[config.mk]
export PLATFORM = sky130hd
export DESIGN_NAME = stopwatch_timer_core
export DESIGN_NICKNAME = d
export VERILOG_FILES = /design/src/rtl/stopwatch_timer_core.sv
export SDC_FILE = /design/constraint.sdc
export NUM_CORES = 1
export LEC_CHECK = 0
export ABC_CLOCK_PERIOD_IN_PS = 5800
export CORE_MARGIN = 8
export CORE_UTILIZATION = 35
export CTS_BUF_LIST = sky130_fd_sc_hd__clkbuf_4
export CTS_CLUSTER_SIZE = 12
export DETAILED_ROUTE_END_ITERATION = 6
export PLACE_DENSITY = 0.68
export SETUP_SLACK_MARGIN = 0.2
export SKIP_CTS_REPAIR_TIMING = 1
export SYNTH_ARGS = -nofsm -noshare
export SYNTH_HDL_FRONTEND = slang
export SYNTH_SLANG_ARGS = --single-unit
[constraint.sdc]
create_clock -name clk -period 5.8 [get_ports clk]
set_input_delay 1.45 -clock clk [delete_from_list [all_inputs] [get_ports clk]]
set_output_delay 1.45 -clock clk [all_outputs]
set_load 0.05 [all_outputs]
[src/rtl/stopwatch_timer_core.sv]
// min:sec:ms stopwatch/timer core: prescaled ms tick, edge-detected buttons,
// up (stopwatch) and down (timer) counting, lap capture, rollover and expiry.
module stopwatch_timer_core #(
    parameter int CLK_PER_MS  = 1,
    parameter int MIN_W       = 6,
    parameter int MAX_MINUTES = 59
) (
    input  logic             clk,
    input  logic             reset,
    input  logic             start_stop,
    input  logic             lap,
    input  logic             clear,
    input  logic             load,
    input  logic             mode,
    input  logic [MIN_W-1:0] load_min,
    input  logic [5:0]       load_sec,
    output logic [MIN_W-1:0] minutes,
    output logic [5:0]       seconds,
    output logic [9:0]       milliseconds,
    output logic [MIN_W-1:0] lap_min,
    output logic [5:0]       lap_sec,
    output logic [9:0]       lap_ms,
    output logic             lap_valid,
    output logic             running,
    output logic             expired,
    output logic             rollover
);

    localparam int PW = (CLK_PER_MS > 1) ? $clog2(CLK_PER_MS) : 1;
    localparam logic [PW-1:0]    PRESC_LAST = PW'(CLK_PER_MS - 1);
    localparam logic [MIN_W-1:0] MAX_M      = MIN_W'(MAX_MINUTES);

    typedef enum logic [1:0] {IDLE, RUNNING, PAUSED, EXPIRED} state_t;

    state_t           state_reg, state_next;
    logic             mode_q_reg, mode_q_next;
    logic [PW-1:0]    presc_reg, presc_next;
    logic [MIN_W-1:0] min_reg, min_next;
    logic [5:0]       sec_reg, sec_next;
    logic [9:0]       ms_reg, ms_next;
    logic [MIN_W-1:0] lap_min_reg, lap_min_next;
    logic [5:0]       lap_sec_reg, lap_sec_next;
    logic [9:0]       lap_ms_reg, lap_ms_next;
    logic             lap_valid_reg, lap_valid_next;
    logic             rollover_reg, rollover_next;
    logic             running_reg, expired_reg;
    logic             ss_q_reg, lap_q_reg;

    logic ss_edge, lap_edge, tick, time_zero;
    logic [MIN_W-1:0] up_min, dn_min;
    logic [5:0]       up_sec, dn_sec;
    logic [9:0]       up_ms, dn_ms;
    logic             up_wrap, dn_zero;

    assign ss_edge   = start_stop & ~ss_q_reg;
    assign lap_edge  = lap & ~lap_q_reg;
    assign tick      = (state_reg == RUNNING) && (presc_reg == PRESC_LAST);
    assign time_zero = (min_reg == '0) && (sec_reg == '0) && (ms_reg == '0);

    // Candidate next time for each direction; chosen only on a tick.
    always_comb begin
        up_min  = min_reg;
        up_sec  = sec_reg;
        up_ms   = ms_reg + 10'd1;
        up_wrap = 1'b0;
        if (ms_reg == 10'd999) begin
            up_ms = '0;
            if (sec_reg == 6'd59) begin
                up_sec = '0;
                if (min_reg == MAX_M) begin
                    up_min  = '0;
                    up_wrap = 1'b1;
                end else begin
                    up_min = min_reg + MIN_W'(1);
                end
            end else begin
                up_sec = sec_reg + 6'd1;
            end
        end

        dn_min = min_reg;
        dn_sec = sec_reg;
        dn_ms  = ms_reg - 10'd1;
        if (ms_reg == '0) begin
            dn_ms = 10'd999;
            if (sec_reg == '0) begin
                dn_sec = 6'd59;
                dn_min = min_reg - MIN_W'(1);
            end else begin
                dn_sec = sec_reg - 6'd1;
            end
        end
        dn_zero = (dn_min == '0) && (dn_sec == '0) && (dn_ms == '0);
    end

    always_comb begin
        state_next     = state_reg;
        mode_q_next    = mode_q_reg;
        presc_next     = presc_reg;
        min_next       = min_reg;
        sec_next       = sec_reg;
        ms_next        = ms_reg;
        lap_min_next   = lap_min_reg;
        lap_sec_next   = lap_sec_reg;
        lap_ms_next    = lap_ms_reg;
        lap_valid_next = 1'b0;
        rollover_next  = 1'b0;

        // Lap snapshots the pre-tick time and never blocks the count.
        if (lap_edge && (state_reg == RUNNING) && !clear) begin
            lap_min_next   = min_reg;
            lap_sec_next   = sec_reg;
            lap_ms_next    = ms_reg;
            lap_valid_next = 1'b1;
        end

        if (clear) begin
            min_next   = '0;
            sec_next   = '0;
            ms_next    = '0;
            presc_next = '0;
            state_next = IDLE;
        end else if (load && (state_reg != RUNNING)) begin
            min_next   = (load_min > MAX_M) ? MAX_M : load_min;
            sec_next   = (load_sec > 6'd59) ? 6'd59 : load_sec;
            ms_next    = '0;
            presc_next = '0;
            state_next = IDLE;
        end else if (ss_edge && (state_reg != EXPIRED)) begin
            case (state_reg)
                IDLE: begin
                    if (!(mode && time_zero)) begin
                        state_next  = RUNNING;
                        mode_q_next = mode;
                    end
                end
                PAUSED: begin
                    if (!(mode_q_reg && time_zero)) state_next = RUNNING;
                end
                RUNNING: state_next = PAUSED;
                default: state_next = state_reg;
            endcase
        end else if (state_reg == RUNNING) begin
            if (tick) begin
                presc_next = '0;
                if (mode_q_reg) begin
                    min_next = dn_min;
                    sec_next = dn_sec;
                    ms_next  = dn_ms;
                    if (dn_zero) state_next = EXPIRED;
                end else begin
                    min_next      = up_min;
                    sec_next      = up_sec;
                    ms_next       = up_ms;
                    rollover_next = up_wrap;
                end
            end else begin
                presc_next = presc_reg + PW'(1);
            end
        end
    end

    always_ff @(posedge clk or posedge reset) begin
        if (reset) begin
            state_reg     <= IDLE;
            mode_q_reg    <= 1'b0;
            presc_reg     <= '0;
            min_reg       <= '0;
            sec_reg       <= '0;
            ms_reg        <= '0;
            lap_min_reg   <= '0;
            lap_sec_reg   <= '0;
            lap_ms_reg    <= '0;
            lap_valid_reg <= 1'b0;
            rollover_reg  <= 1'b0;
            running_reg   <= 1'b0;
            expired_reg   <= 1'b0;
            ss_q_reg      <= 1'b0;
            lap_q_reg     <= 1'b0;
        end else begin
            state_reg     <= state_next;
            mode_q_reg    <= mode_q_next;
            presc_reg     <= presc_next;
            min_reg       <= min_next;
            sec_reg       <= sec_next;
            ms_reg        <= ms_next;
            lap_min_reg   <= lap_min_next;
            lap_sec_reg   <= lap_sec_next;
            lap_ms_reg    <= lap_ms_next;
            lap_valid_reg <= lap_valid_next;
            rollover_reg  <= rollover_next;
            running_reg   <= (state_next == RUNNING);
            expired_reg   <= (state_next == EXPIRED);
            ss_q_reg      <= start_stop;
            lap_q_reg     <= lap;
        end
    end

    assign minutes      = min_reg;
    assign seconds      = sec_reg;
    assign milliseconds = ms_reg;
    assign lap_min      = lap_min_reg;
    assign lap_sec      = lap_sec_reg;
    assign lap_ms       = lap_ms_reg;
    assign lap_valid    = lap_valid_reg;
    assign running      = running_reg;
    assign expired      = expired_reg;
    assign rollover     = rollover_reg;

endmodule

==> results.py, run 1 <==
metrics = {
    "sta": {
        "rsz0062_at_grt": "no",
        "finalSetupViolCount": 0,
        "fin_ws_ps": 2222,
        "tightest_slew_ps": 743.2,
        "timing.fmax_ghz": 0.2795,
        "hold_viol_final": 0,
        "clock_skew_ps": 24.07,
        "fin_crit_ps": 3578,
        "slew_headroom_pct": 50.30,
        "hold_ws_ps": 522.3,
        "fin_setup_tns_ps": 0,
        "drv_slew": 0,
        "fin_crit_sh_pct": 61.69,
    },
    "synth": {
        "yosysTopAreaCell": "dfrtp_1",
        "syn_area_per_cell_um2": 8.836,
        "synth_common_cells": "dfrtp_1, nor2_1, nand2_1, clkbuf_1, o21ai_0",
        "synth.distinct_cells": 73,
        "yosys_register_bits": 54,
        "synth_enable_flop_cells": 0,
        "synthesis.area_mm2": 0.003720,
        "synth_nets": 448,
        "yosys.area.top_type_share_pct": 36.33,
        "yosysWarnings": 0,
        "postSynthCellCount": 421,
        "synthArstFlopShare_pct": 100.0,
        "synthTopCellsByArea": "dfrtp_1, mux2_2, nor2_1",
        "yosys_most_used_dff": "dfrtp_1",
        "ys_seq_area_share_pct": 36.33,
        "synth_most_common_cell": "dfrtp_1",
    },
    "setup_path": {
        "r2r_slack_ps": 2650,
        "critPathCaptureType": "register",
        "r2r_end": "running$_DFF_PP0_",
        "start_kind": "input port",
        "crit_start": "clear",
        "r2r_cells": 8,
        "cp.arrival_ps": 3900,
        "worstSetupPathType": "in2reg",
        "critical_path.max_fanout": 15,
        "required_ps": 6120,
        "reg2reg_from": "milliseconds[0]$_DFFE_PP0P_",
    },
    "clock_tree": {
        "clock_sinks": 54,
        "numCtsBuffers": 5,
        "cts_tree": "yes",
        "clk-insertion-delay-late_ps": 380,
        "cts.clk_slew.worst_paths_ps": 170,
        "root_buffer": "clkbuf_4",
        "clock_path_buffers": 2,
        "cts-htree-levels": 2,
    },
    "detailed_routing": {
        "maxUsedRoutingLayer": "met4",
        "drtAntennaViolNets": 0,
        "met1_length_mm": 4.906,
        "met3_length_um": 583,
        "dr.pass1.iters": 5,
        "drtIter0Drc": 350,
        "via_per_inst": 5.791,
        "drt_wl_total_mm": 10.72,
        "vias": 3457,
        "dr_wl_met2_mm": 5.035,
        "route.detailed.drc": 0,
        "wl_per_cell_um": 17.95,
    },
    "floorplanning": {
        "boundaryPins": 67,
        "coreArea_mm2": 0.01032,
        "dieArea_mm2": 0.01418,
        "die_w_um": 119.1,
        "die_h_um": 119.1,
        "row_count": 37,
        "start_util_pct": 36.03,
    },
    "place": {
        "globalplace.congestion": 0.8536,
        "place_area_mm2": 0.004419,
        "io_buffers": 66,
        "dp_hpwl_mm": 7.316,
        "pre_cts_slack_ps": 1920,
    },
    "layout": {
        "design_area_mm2": 0.004476,
        "fillCellCount": 1043,
        "layout-drive-gt1-share_pct": 10.87,
        "fin_nets": 486,
        "syn_to_final_growth_pct": 20.32,
    },
    "grt": {
        "antenna_found_initial": 1,
        "grt-ovfl-total": 0,
        "track_usage_pct": 14.87,
        "grt_max_degree": 55,
        "grt_pass1_vias": 3436,
        "grt_pass1_wl_mm": 17.67,
    },
    "pwr": {
        "vdd_drop_max_mv": 0.1134,
        "seqPwrFrac_pct": 42.9,
        "p_leak_nw": 1.783,
        "p_int_mw": 0.6233,
        "power.clock.fraction_pct": 16.0,
        "swShare_pct": 42.61,
        "power.density_mw_per_mm2": 242.7,
        "p_switching_mw": 0.4628,
        "report.power.total_mw": 1.086,
        "comb_power_share_pct": 41.1,
    },
    "worst_hold_path": {
        "hp-class": "reg2reg",
        "hold_end": "lap_min[4]$_DFFE_PP0P_",
        "min_from": "lap_min[4]$_DFFE_PP0P_",
        "whs_path_depth": 1,
    },
    "run_status": {
        "status": "finished clean",
    },
    "run": {
        "maxCapViolCount": 0,
    },
}
-- stage by stage --
step                      util, %  instances
after floorplan                 -        421
after global placement      42.81        588
after detailed placement    42.81        588
after CTS                   43.33        596
after global routing        43.35        597
final                       43.35        597
-- critical path: stages --
cell and delay, ps:
clkdlybuf4s50_1 790, nand2b_1 630, a21oi_1 660, o21bai_1 180, a31oi_1 190
-- per-layer routing --
| layer | vias up | global-route usage, % |
|---|---|---|
| met4 | 0 | 5.296 |
| met1 | 1699 | 19.24 |
| met2 | 115 | 24.06 |
| li1 | 1628 | - |
| met5 | - | 0 |
| met3 | 15 | 3.023 |
-- kinds of logic (layout without fill, tap and decap cells) --
logic type	count (synthesis)	count (layout)	synth area share (%)
and+or+nand+nor	155	155	23.85
AOI/OAI and AO/OA	112	112	20.11
DFF	54	54	36.33
buffers and inverters	51	90	5.684
muxes	27	27	8.039
xor gates and xnor gates	14	14	3.296
adders and majority gates	8	8	2.691
other	0	1	0
-- layout by cell type (no fill, tap or decap), types with 8 or more instances in the layout --
cell / count
a21oi_1: 22
a31oi_1: 8
and3_1: 8
clkdlybuf4s50_1: 66
dfrtp_1: 54
ha_1: 8
inv_1: 11
mux2_2: 23
nand2_1: 33
nand3_1: 13
nand4_1: 9
nor2_1: 38
nor3_1: 9
o21ai_0: 27
xnor2_1: 8
-- how the worst max path moves through the flow --
stage | endpoint | slack (ps)
floorplan | seconds[4]$_DFFE_PP0P_ | 2940
global placement | seconds[5]$_DFFE_PP0P_ | 2020
detailed placement | seconds[0]$_DFFE_PP0P_ | 1920
CTS | seconds[2] | 2320
global route | seconds[4]$_DFFE_PP0P_ | 2100
finish | seconds[4]$_DFFE_PP0P_ | 2220
-- power by group through the flow --
stage / clock, mW / combinational (mW) / sequential (mW)
CTS: 0.181 / 0.446 / 0.465
global route: 0.194 / 0.483 / 0.473
floorplan: 0 / 0.253 / 0.530
finish: 0.173 / 0.447 / 0.466
global placement: 0 / 0.440 / 0.471
detailed placement: 0 / 0.445 / 0.472
-- area by class of cell --
class,instances,area [um^2],share of cell area (%)
Multi-Input combinational cell,316,2166,48.39
Inverter,13,48.80,1.090
Antenna cell,1,2.502,0.05591
Clock buffer,6,45.04,1.006
Tap cell,136,170.2,3.802
Sequential cell,54,1351,30.19
Timing Repair Buffer,69,683.2,15.26
Clock inverter,2,8.758,0.1957
No activity file was read; power rests on OpenSTA's default activity.
==> inputs of run 2 (changes only) <==
- ABC_CLOCK_PERIOD_IN_PS: 5800 -> 3410
- clock period: 5.8 -> 3.41 ns (I/O delays scaled with it)
==> run 2 against run 1 <==
  * Critical path depth decreased by 4
  * Sequential cell count unchanged
  * Setup slack got worse by 1700 ps
  * Sequential share of layout area decreased by 0.71 points
  * Critical path type is now reg2out
  * Critical endpoint is now seconds[2]
  * Largest power group unchanged
  * Highest routed layer unchanged
==> results.py, run 2 (synthesis results as in run 1) <==
metrics = {
    "setup_path": {
        "r2r_cells": 8,
        "r2r_end": "minutes[5]$_DFFE_PP0P_",
        "required_ps": 2560,
        "reg2reg_from": "milliseconds[1]$_DFFE_PP0P_",
        "critical_path.max_fanout": 17,
        "crit_start": "seconds[2]$_DFFE_PP0P_",
        "crit_slowest_cell": "clkdlybuf4s50_1",
        "cpLargestDelayFamily": "buffers and inverters",
        "start_kind": "register",
        "slowest_delay_ps": 910,
        "critPathCaptureType": "output port",
        "cp.arrival_ps": 2030,
        "worstSetupPathType": "reg2out",
        "critical_path_buf_inv_count": 1,
        "crit_path_end": "seconds[2]",
        "cp.depth": 1,
        "r2r_slack_ps": 730,
        "crit_path_cell_trace": "clkdlybuf4s50_1",
    },
    "run": {
        "maxCapViolCount": 0,
    },
    "sta": {
        "hold_viol_final": 0,
        "fin_crit_sh_pct": 84.62,
        "finalSetupViolCount": 0,
        "drv_slew": 0,
        "timing.fmax_ghz": 0.3465,
        "fin_ws_ps": 524.3,
        "clock_skew_ps": 8.964,
        "tightest_slew_ps": 823.7,
        "rsz0062_at_grt": "no",
        "fin_crit_ps": 2886,
        "hold_ws_ps": 524.6,
        "fin_setup_tns_ps": 0,
        "slew_headroom_pct": 45.00,
    },
    "grt": {
        "grt_max_degree": 39,
        "antenna_found_initial": 1,
        "grt_pass1_wl_mm": 18.06,
        "track_usage_pct": 15.30,
        "grt-ovfl-total": 0,
        "grt_pass1_vias": 3509,
    },
    "layout": {
        "most-common-layout-cells": "clkdlybuf4s50_1, dfrtp_1, nor2_1, nand2_1, o21ai_0",
        "layout_commonest_cell": "clkdlybuf4s50_1",
        "syn_to_final_growth_pct": 23.21,
        "fillCellCount": 1000,
        "fin_nets": 498,
        "final_cells": 608,
        "layout-drive-gt1-share_pct": 12.95,
    },
    "pwr": {
        "p_leak_nw": 1.851,
        "power.density_mw_per_mm2": 419.5,
        "vdd_drop_max_mv": 0.2165,
    },
    "floorplanning": {
        "start_util_pct": 36.03,
        "dieArea_mm2": 0.01418,
        "boundaryPins": 67,
        "row_count": 37,
        "coreArea_mm2": 0.01032,
        "die_w_um": 119.1,
        "die_h_um": 119.1,
    },
    "clock_tree": {
        "root_buffer": "clkbuf_4",
        "cts.clk_slew.worst_paths_ps": 160,
        "clock_sinks": 54,
        "numCtsBuffers": 5,
        "cts_tree": "yes",
        "cts-htree-levels": 2,
        "clock_path_buffers": 2,
        "clk-insertion-delay-late_ps": 390,
    },
    "run_status": {
        "status": "finished clean",
    },
    "place": {
        "pre_cts_slack_ps": 544.4,
        "dp_hpwl_mm": 7.795,
        "dp.cells": 600,
        "io_buffers": 66,
        "globalplace.congestion": 0.8671,
    },
    "detailed_routing": {
        "vias": 3512,
        "route.detailed.drc": 0,
        "drt_wl_total_mm": 10.95,
        "dr.pass1.iters": 5,
        "drtIter0Drc": 253,
        "drtAntennaViolNets": 0,
        "wl_per_cell_um": 18.01,
        "via_per_inst": 5.776,
    },
    "worst_hold_path": {
        "hp-class": "reg2reg",
    },
}
run 2: cell types whose count changed in the layout (fill, tap and decap cells not counted), sizes merged:
| cell | delta |
|---|---|
| buf | +12 |
| bufinv | +1 |
| clkbuf | -1 |
| clkinv | -1 |
run 2: stage by stage:
step	utilization [%]	area, um^2	power, mW
global route	44.39	4583	2.029
detailed placement	43.68	4509	1.569
global placement	43.68	4509	1.562
finish	44.39	4583	1.922
floorplan	-	3720	1.331
CTS	44.37	4581	1.934
run 2: per-layer routing:
| metal | routed length, um | part of all wire (%) | global-route usage, % |
|---|---|---|---|
| met5 | 0 | 0 | 0 |
| met2 | 5277 | 48 | 25.40 |
| met3 | 693 | 6.3 | 2.834 |
| met1 | 4784 | 44 | 19.16 |
| met4 | 194 | 1.8 | 6.245 |
run 2: power breakdown:
group	internal (mW)	switching (mW)	leakage (nW)
Combinational	0.294	0.486	1.08
Clock	0.149	0.211	0.0387
Sequential	0.689	0.0935	0.728
Total	1.13	0.791	1.85
run 2: how the worst min path moves through the flow:
stage	start	endpoint	slack, ps	cells after the start
after CTS	lap_ms[3]$_DFFE_PP0P_	lap_ms[3]$_DFFE_PP0P_	530	1
final	lap_min[2]$_DFFE_PP0P_	lap_min[2]$_DFFE_PP0P_	520	1
after global placement	lap_min[4]$_DFFE_PP0P_	lap_min[4]$_DFFE_PP0P_	490	1
after floorplan	state_reg[1]$_DFF_PP0_	state_reg[1]$_DFF_PP0_	550	2
after detailed placement	lap_ms[3]$_DFFE_PP0P_	lap_ms[3]$_DFFE_PP0P_	500	1
after global routing	lap_sec[0]$_DFFE_PP0P_	lap_sec[0]$_DFFE_PP0P_	550	1
run 2: cell type report:
cell class / count / area (um^2) / share of cell area (%)
inverters: 13 / 48.80 / 1.065
multi-input cells: 316 / 2166 / 47.26
clock buffers: 5 / 37.54 / 0.8190
well taps: 136 / 170.2 / 3.713
clock inverters: 2 / 33.78 / 0.7371
repair buffers: 81 / 773.2 / 16.87
flip-flops and latches: 54 / 1351 / 29.48
diodes: 1 / 2.502 / 0.05460
